<file path="src/rtl/piso_serializer64.sv">
// Parallel-in, serial-out transmitter: sends a WIDTH-bit word MSB first as a gated serial stream.
// Words are taken over a valid/ready handshake. Back-to-back words leave o_enable high with no gap.
module piso_serializer64 #(
    parameter int unsigned WIDTH = 64,
    parameter int unsigned CW    = 6
) (
    input  logic             clk,
    input  logic             rst,
    input  logic [WIDTH-1:0] i_word,
    input  logic             i_valid,
    output logic             o_ready,
    output logic             o_data,
    output logic             o_enable,
    output logic             o_last,
    output logic             o_done
);

    localparam logic [0:0]    ST_IDLE  = 1'b0;
    localparam logic [0:0]    ST_SHIFT = 1'b1;
    localparam logic [CW-1:0] CNT_LAST = CW'(WIDTH - 1);

    logic [0:0]       state, state_nxt;
    logic [WIDTH-1:0] sreg, sreg_nxt;
    logic [CW-1:0]    cnt, cnt_nxt;
    logic             en_q, en_nxt;
    logic             done_q, done_nxt;
    logic             accept;

    // The MSB of the shift register is the serial bit, so o_data stays registered and is 0 when idle
    assign o_data   = sreg[WIDTH-1];
    assign o_enable = en_q;
    assign o_done   = done_q;
    assign o_last   = (state == ST_SHIFT) && (cnt == CNT_LAST);
    assign o_ready  = !rst && ((state == ST_IDLE) || o_last);
    assign accept   = i_valid && o_ready;

    // Next-state and datapath decode
    always_comb begin
        state_nxt = state;
        sreg_nxt  = '0;
        cnt_nxt   = cnt;
        en_nxt    = 1'b0;
        done_nxt  = 1'b0;
        case (state)
            ST_IDLE: begin
                if (accept) begin
                    sreg_nxt  = i_word;
                    en_nxt    = 1'b1;
                    cnt_nxt   = '0;
                    state_nxt = ST_SHIFT;
                end
            end
            ST_SHIFT: begin
                if (cnt != CNT_LAST) begin
                    sreg_nxt = {sreg[WIDTH-2:0], 1'b0};
                    en_nxt   = 1'b1;
                    cnt_nxt  = cnt + CW'(1);
                end else begin
                    done_nxt = 1'b1;
                    cnt_nxt  = '0;
                    if (accept) begin
                        sreg_nxt = i_word;
                        en_nxt   = 1'b1;
                    end else begin
                        state_nxt = ST_IDLE;
                    end
                end
            end
            default: state_nxt = ST_IDLE;
        endcase
    end

    // State register with synchronous reset
    always_ff @(posedge clk) begin
        if (rst) begin
            state  <= ST_IDLE;
            sreg   <= '0;
            cnt    <= '0;
            en_q   <= 1'b0;
            done_q <= 1'b0;
        end else begin
            state  <= state_nxt;
            sreg   <= sreg_nxt;
            cnt    <= cnt_nxt;
            en_q   <= en_nxt;
            done_q <= done_nxt;
        end
    end

endmodule

</file>
<file path="config.mk">
export PLATFORM = sky130hd
export DESIGN_NAME = piso_serializer64
export DESIGN_NICKNAME = d
export VERILOG_FILES = /design/src/rtl/piso_serializer64.sv
export SDC_FILE = /design/constraint.sdc
export NUM_CORES = 1
export LEC_CHECK = 0
export CORE_ASPECT_RATIO = 1.5
export CORE_UTILIZATION = 51
export CTS_CLUSTER_SIZE = 16
export DETAILED_ROUTE_END_ITERATION = 7
export GPL_TIMING_DRIVEN = 0
export PLACE_DENSITY = 0.84
export REMOVE_ABC_BUFFERS = 1
export SYNTH_ARGS = -nofsm -noshare
export SYNTH_HDL_FRONTEND = slang
export SYNTH_SLANG_ARGS = --single-unit
export TNS_END_PERCENT = 50
</file>
<file path="constraint.sdc">
create_clock -name clk -period 2.9 [get_ports clk]
set_clock_uncertainty 0.2 [all_clocks]
set_input_delay 0.29 -clock clk [delete_from_list [all_inputs] [get_ports clk]]
set_output_delay 0.29 -clock clk [all_outputs]
set_load 0.05 [all_outputs]
</file>
Word-level counts from Yosys, hierarchy flattened
Cells that the tools add are included.

Memory bits (read-only): 0. Output and inout bits: 5. Bits in registers: 72. Bits in latches: 0. Bits in writable memories: 0. Memories: 0. Logic and storage cells: 25. Input port bits: 67.

Shift-type cells: 0. $add $sub $neg: 1. Divide/modulo/power cells: 0. Reductions and logical operators: 6. Multipliers: 0. Eq/ne operators: 3. Order comparisons: 0. Bitwise gates (word level): 1. Multiplexer cells: 10.

Operators with widths (number): $mux 64 (2); $pmux 64 s2 (1); $mux 6 (2); $pmux 6 s2 (1); $add 6x1->6 const B (1); $eq 6x6->1 const B (1); $ne 6x6->1 const B (1); $logic_and 1x1->1 (3); $mux 1 (3); $ne 2x2->1 const B (1); $pmux 1 s2 (1); $reduce_or 2->1 (1); $logic_not 1->1 (1); $logic_or 1x1->1 (1); $not 1->1 (1).

Longest topological paths before layout
Word-level depth: 8. Gate-level depth with buffers: 7. Gate-level depth less buffers: 5.

Least setup slack after synthesis
OpenSTA, ideal clock, no wires.

Kind: register to register. From: register cnt[0]. To: register sreg[0]. Slack: 0.669 ns. Stages on the path, launching flop included: 7. Path buffers: 1. Required time: 2.638 ns. Setup time: 0.062 ns. Data arrival time: 1.968 ns. Period minus slack after synthesis: 2.231 ns. Cell sequence: dfxtp_1 ha_1 and4_1 a21oi_2 buf_2 nor2_1 and3_1.

Cells in the longest elaborated chain, start to end: 8. Elaborated cells between the ends (all ways): 9. Classes of those cells: eq/ne (2); mux (3); reduce/logical (4).

RTL lines: start: declaration (RTL line 24) `logic [CW-1:0] cnt, cnt_nxt;`; start signal: assignment (RTL line 84) `cnt <= cnt_nxt;`; $eq 6x6->1 (*) (RTL line 33) `assign o_last = (state == ST_SHIFT) && (cnt == CNT_LAST);`; $logic_and 1x1->1 (*) (RTL line 33); $logic_or 1x1->1 (*) (RTL line 34) `assign o_ready = !rst && ((state == ST_IDLE) || o_last);`; $logic_and 1x1->1 (*) (RTL line 34); named net o_ready (RTL line 11) `output logic o_ready,`; $logic_and 1x1->1 (*) (RTL line 35) `assign accept = i_valid && o_ready;`; $mux 64 (*) (RTL line 46, 61); $mux 64 (RTL line 54) `if (cnt != CNT_LAST) begin`; $pmux 64 s2 (*) (RTL line 44) `case (state)`; end signal: assignment (RTL line 83) `sreg <= sreg_nxt;`; end: declaration (RTL line 23) `logic [WIDTH-1:0] sreg, sreg_nxt;`.

Mark *: on every way through the listed nets, which the timed path passes. The rest lies on a longest branch. A chain may end at the register's enable or synchronous reset.

Final worst setup path
From: register cnt[0]. To: output o_last.

Cells in the longest elaborated chain, start to end: 2.

RTL lines: $eq 6x6->1 (RTL line 33); $logic_and 1x1->1 (RTL line 33); end: declaration (RTL line 14) `output logic o_last,`.

Every way passes these cells.

==> flow_summary_export.csv <==
group,metric,value,unit
layout,postLayoutCoreUtil,71.1,%
synth,yosysUniqueCellTypes,28,
critical_path,r2r-start,"cnt[0]$_SDFFE_PP0P_",
global_route,grt_pass1_wl,10.0,mm
floorplanning,coreArea,5080,um^2
layout,syn2layout_area_growth,34.6,%
synth,yosysSeqAreaShare,53.7,%
critical_path,r2r-end,"sreg[13]$_SDFF_PP0_",
critical_path,end_kind,"output pin",
critical_path,crit_type,"reg -> out",
global_route,first_global_vias,2313,
global_route,gr-total-overflow,0,
timing,slew_headroom,45.8,%
place,hpwl,3.82,mm
critical_path,cp-startpoint,"cnt[0]$_SDFFE_PP0P_",
floorplanning,io_pins,72,
synth,synth-compound-area-share,15.9,%
critical_path,cp.arrival,2220,ps
synth,synth_top_family_by_area,"simple AND/OR/NAND/NOR gates",
synth,synth.ff_latch_count,72,
clocking,path_clk_slew,70,ps
synth,netlist_area,2690,um^2
power_and_ir_drop,leakage,0.00129,uW
clocking,cts_tree,"built",
timing,drv_slew,0,
layout,multiInputGateArea,1110,um^2
clocking,h-tree-depth,3,
route,drc,0,
flow_run,maxCapViolCount,0,
timing,postLayoutSetupSlackWorst,192,ps
clocking,hold_buffers,0,
layout,ff_latch_area,1440,um^2
floorplanning,start_util,52.8,%
layout,drive_above_1_share,6.41,%
timing,fmax,0.369,GHz
route,wire_per_inst,13.7,um
route,drt_iter0_drc,163,
timing,hold_viol,0,
clocking,clock-sinks,72,
route,drt-total-wl,6.27,mm
place,dp_cells,441,
clocking,clock_latency,340,ps
clocking,clockBufferDepth,2,
power_and_ir_drop,peakVddDrop,351,uV
synth,avgSynthCellArea,8.21,um^2
timing,fin_crit,2710,ps
critical_path,cp-start-kind,"flop",
power_and_ir_drop,pwr_density_cell,550,nW/um^2
layout,final.fill_count,437,
timing,rsz0062_at_grt,"false",
global_route,antenna_found_initial,0,
timing,fin_crit_sh,93.4,%
synth,yosys_warnings,0,
floorplanning,fp.dieH,90.9,um
place,place_ws,-39.0,ps
critical_path,rr_worst_depth,6,
layout,final_cell_count_no_fill,458,
layout,diodes,0,
critical_path,cp.required,2410,ps
critical_path,rrSetupSlack,540,ps
route,drtAntennaViolNets,0,
synth,synthMuxAreaShare,0.373,%
floorplanning,core.rowCount,32,
route,routed_via_density,5.41,
critical_path,cp-endpoint,"o_last",
status,status,"finished, final reports clean",
synth,syn_inst,327,
timing,worst_slew_pin_slew,813,ps
clocking,numCtsBuffers,9,
floorplanning,die_x,61.2,um
layout,mostFrequentLayoutCell,"dfxtp_1",
layout,mostFrequentLayoutCells,"72 x dfxtp_1, 68 x clkdlybuf4s50_1, 67 x a21oi_1, 64 x nand2_1, 63 x nand3_1",
global_route,track_usage,24.2,%
place,gp_congestion,0.773,
floorplanning,die_area,5570,um^2
synth,synthSimpleGateAreaFrac,24.0,%
synth,synth_xor_area_share,0,%
clocking,cts_root_buf,"clkbuf_8",
synth,synth_fa_ha_area_share,0.466,%
hold_path,hold_class,"in -> reg",
layout,fin_nets,454,
global_route,grt_max_degree,58,
place,numPortBuffers,71,
route,vias,2478,
critical_path,crit_fanout,6,
route,firstDrtPassIters,6,
timing,setup_violations,0,
worst min path at each step:
stage                                   start                  end  cells past startpoint
final                                 i_valid  sreg[17]$_SDFF_PP0_                      3
after global routing                  i_valid  sreg[17]$_SDFF_PP0_                      3
after CTS                             i_valid  sreg[17]$_SDFF_PP0_                      3
after detailed placement  sreg[11]$_SDFF_PP0_  sreg[12]$_SDFF_PP0_                      2
after global placement    sreg[16]$_SDFF_PP0_  sreg[17]$_SDFF_PP0_                      2
after floorplan                           rst  cnt[3]$_SDFFE_PP0P_                      1
routing by layer:
metal	track usage [%]	share of wire (%)
met5	0	0
met4	16.7	4.5
met3	4.44	3.0
met2	40.1	53
met1	26.5	39
layout make-up:
| class | count | share of cell area, % |
|---|---|---|
| Tap cell | 68 | 2.35 |
| Multi-Input combinational cell | 224 | 30.7 |
| Sequential cell | 72 | 39.9 |
| Timing Repair Buffer | 76 | 22.0 |
| Inverter | 3 | 0.312 |
| Clock buffer | 11 | 4.19 |
| Clock inverter | 4 | 0.554 |
critical path: stages, from the launching register on:
cell and delay, ps:
dfxtp_1 370, ha_1 280, nand4_1 250, nor2_1 170, clkdlybuf4s50_1 810
report_power, final:
part	leakage [uW]	total [uW]	internal (uW)	switching, uW
clock network	0.0000947	688	346	341
logic	0.000607	252	131	122
registers	0.000589	1050	1030	15.7
through the flow:
step                      cell area, um^2  hold WS [ps]  total power [uW]  setup TNS [ps]
after global routing                 3610           153              2070               0
after detailed placement             3430           228              1320           -39.0
after CTS                            3610           131              2000               0
final                                3610           139              1990               0
after global placement               3340           220              1300          -34990
after floorplan                      2550           159              1160           -1470
cells by family (layout without fill, tap and decap cells):
logic type      Yosys count  after routing
compound gates           78             79
simple gates            143            143
buf+inv                  32             94
flops                    72             72
mux                       1              1
fa+ha+maj                 1              1
flip-flops by register name, indices dropped and copies added (netlist names):
signal,flops
o_done,1
o_enable,1
cnt,6
sreg,64
timing repair:
| item | 4_1_cts | 5_1_grt |
|---|---|---|
| setup endpoints to repair | 1 | 0 |
| resized for setup | 1 | 0 |
| setup buffers | 1 | 0 |
synthesized netlist by cell type:
master / count / area [um^2]
dfxtp_1: 72 / 1440
a21oi_1: 67 / 335
nand2_1: 64 / 240
nand3_1: 63 / 315
clkbuf_1: 17 / 63.8
buf_2: 6 / 30.0
buf_4: 6 / 45.0
nor2_1: 6 / 22.5
a211oi_1: 3 / 22.5
inv_1: 3 / 11.3
and3_1: 2 / 12.5
nor3_1: 2 / 10.0
a21oi_2: 1 / 8.76
a221oi_1: 1 / 8.76
a22oi_1: 1 / 7.51
a31oi_1: 1 / 6.26
a41oi_1: 1 / 8.76
and4_1: 1 / 8.76
ha_1: 1 / 12.5
mux2i_1: 1 / 10.0
nand2b_1: 1 / 6.26
nand3b_1: 1 / 7.51
nand4_1: 1 / 6.26
nor2b_1: 1 / 6.26
nor3b_1: 1 / 7.51
o2111ai_1: 1 / 8.76
o21ai_0: 1 / 5.00
o21ai_4: 1 / 16.3
(Power assumes the default switching activity.)
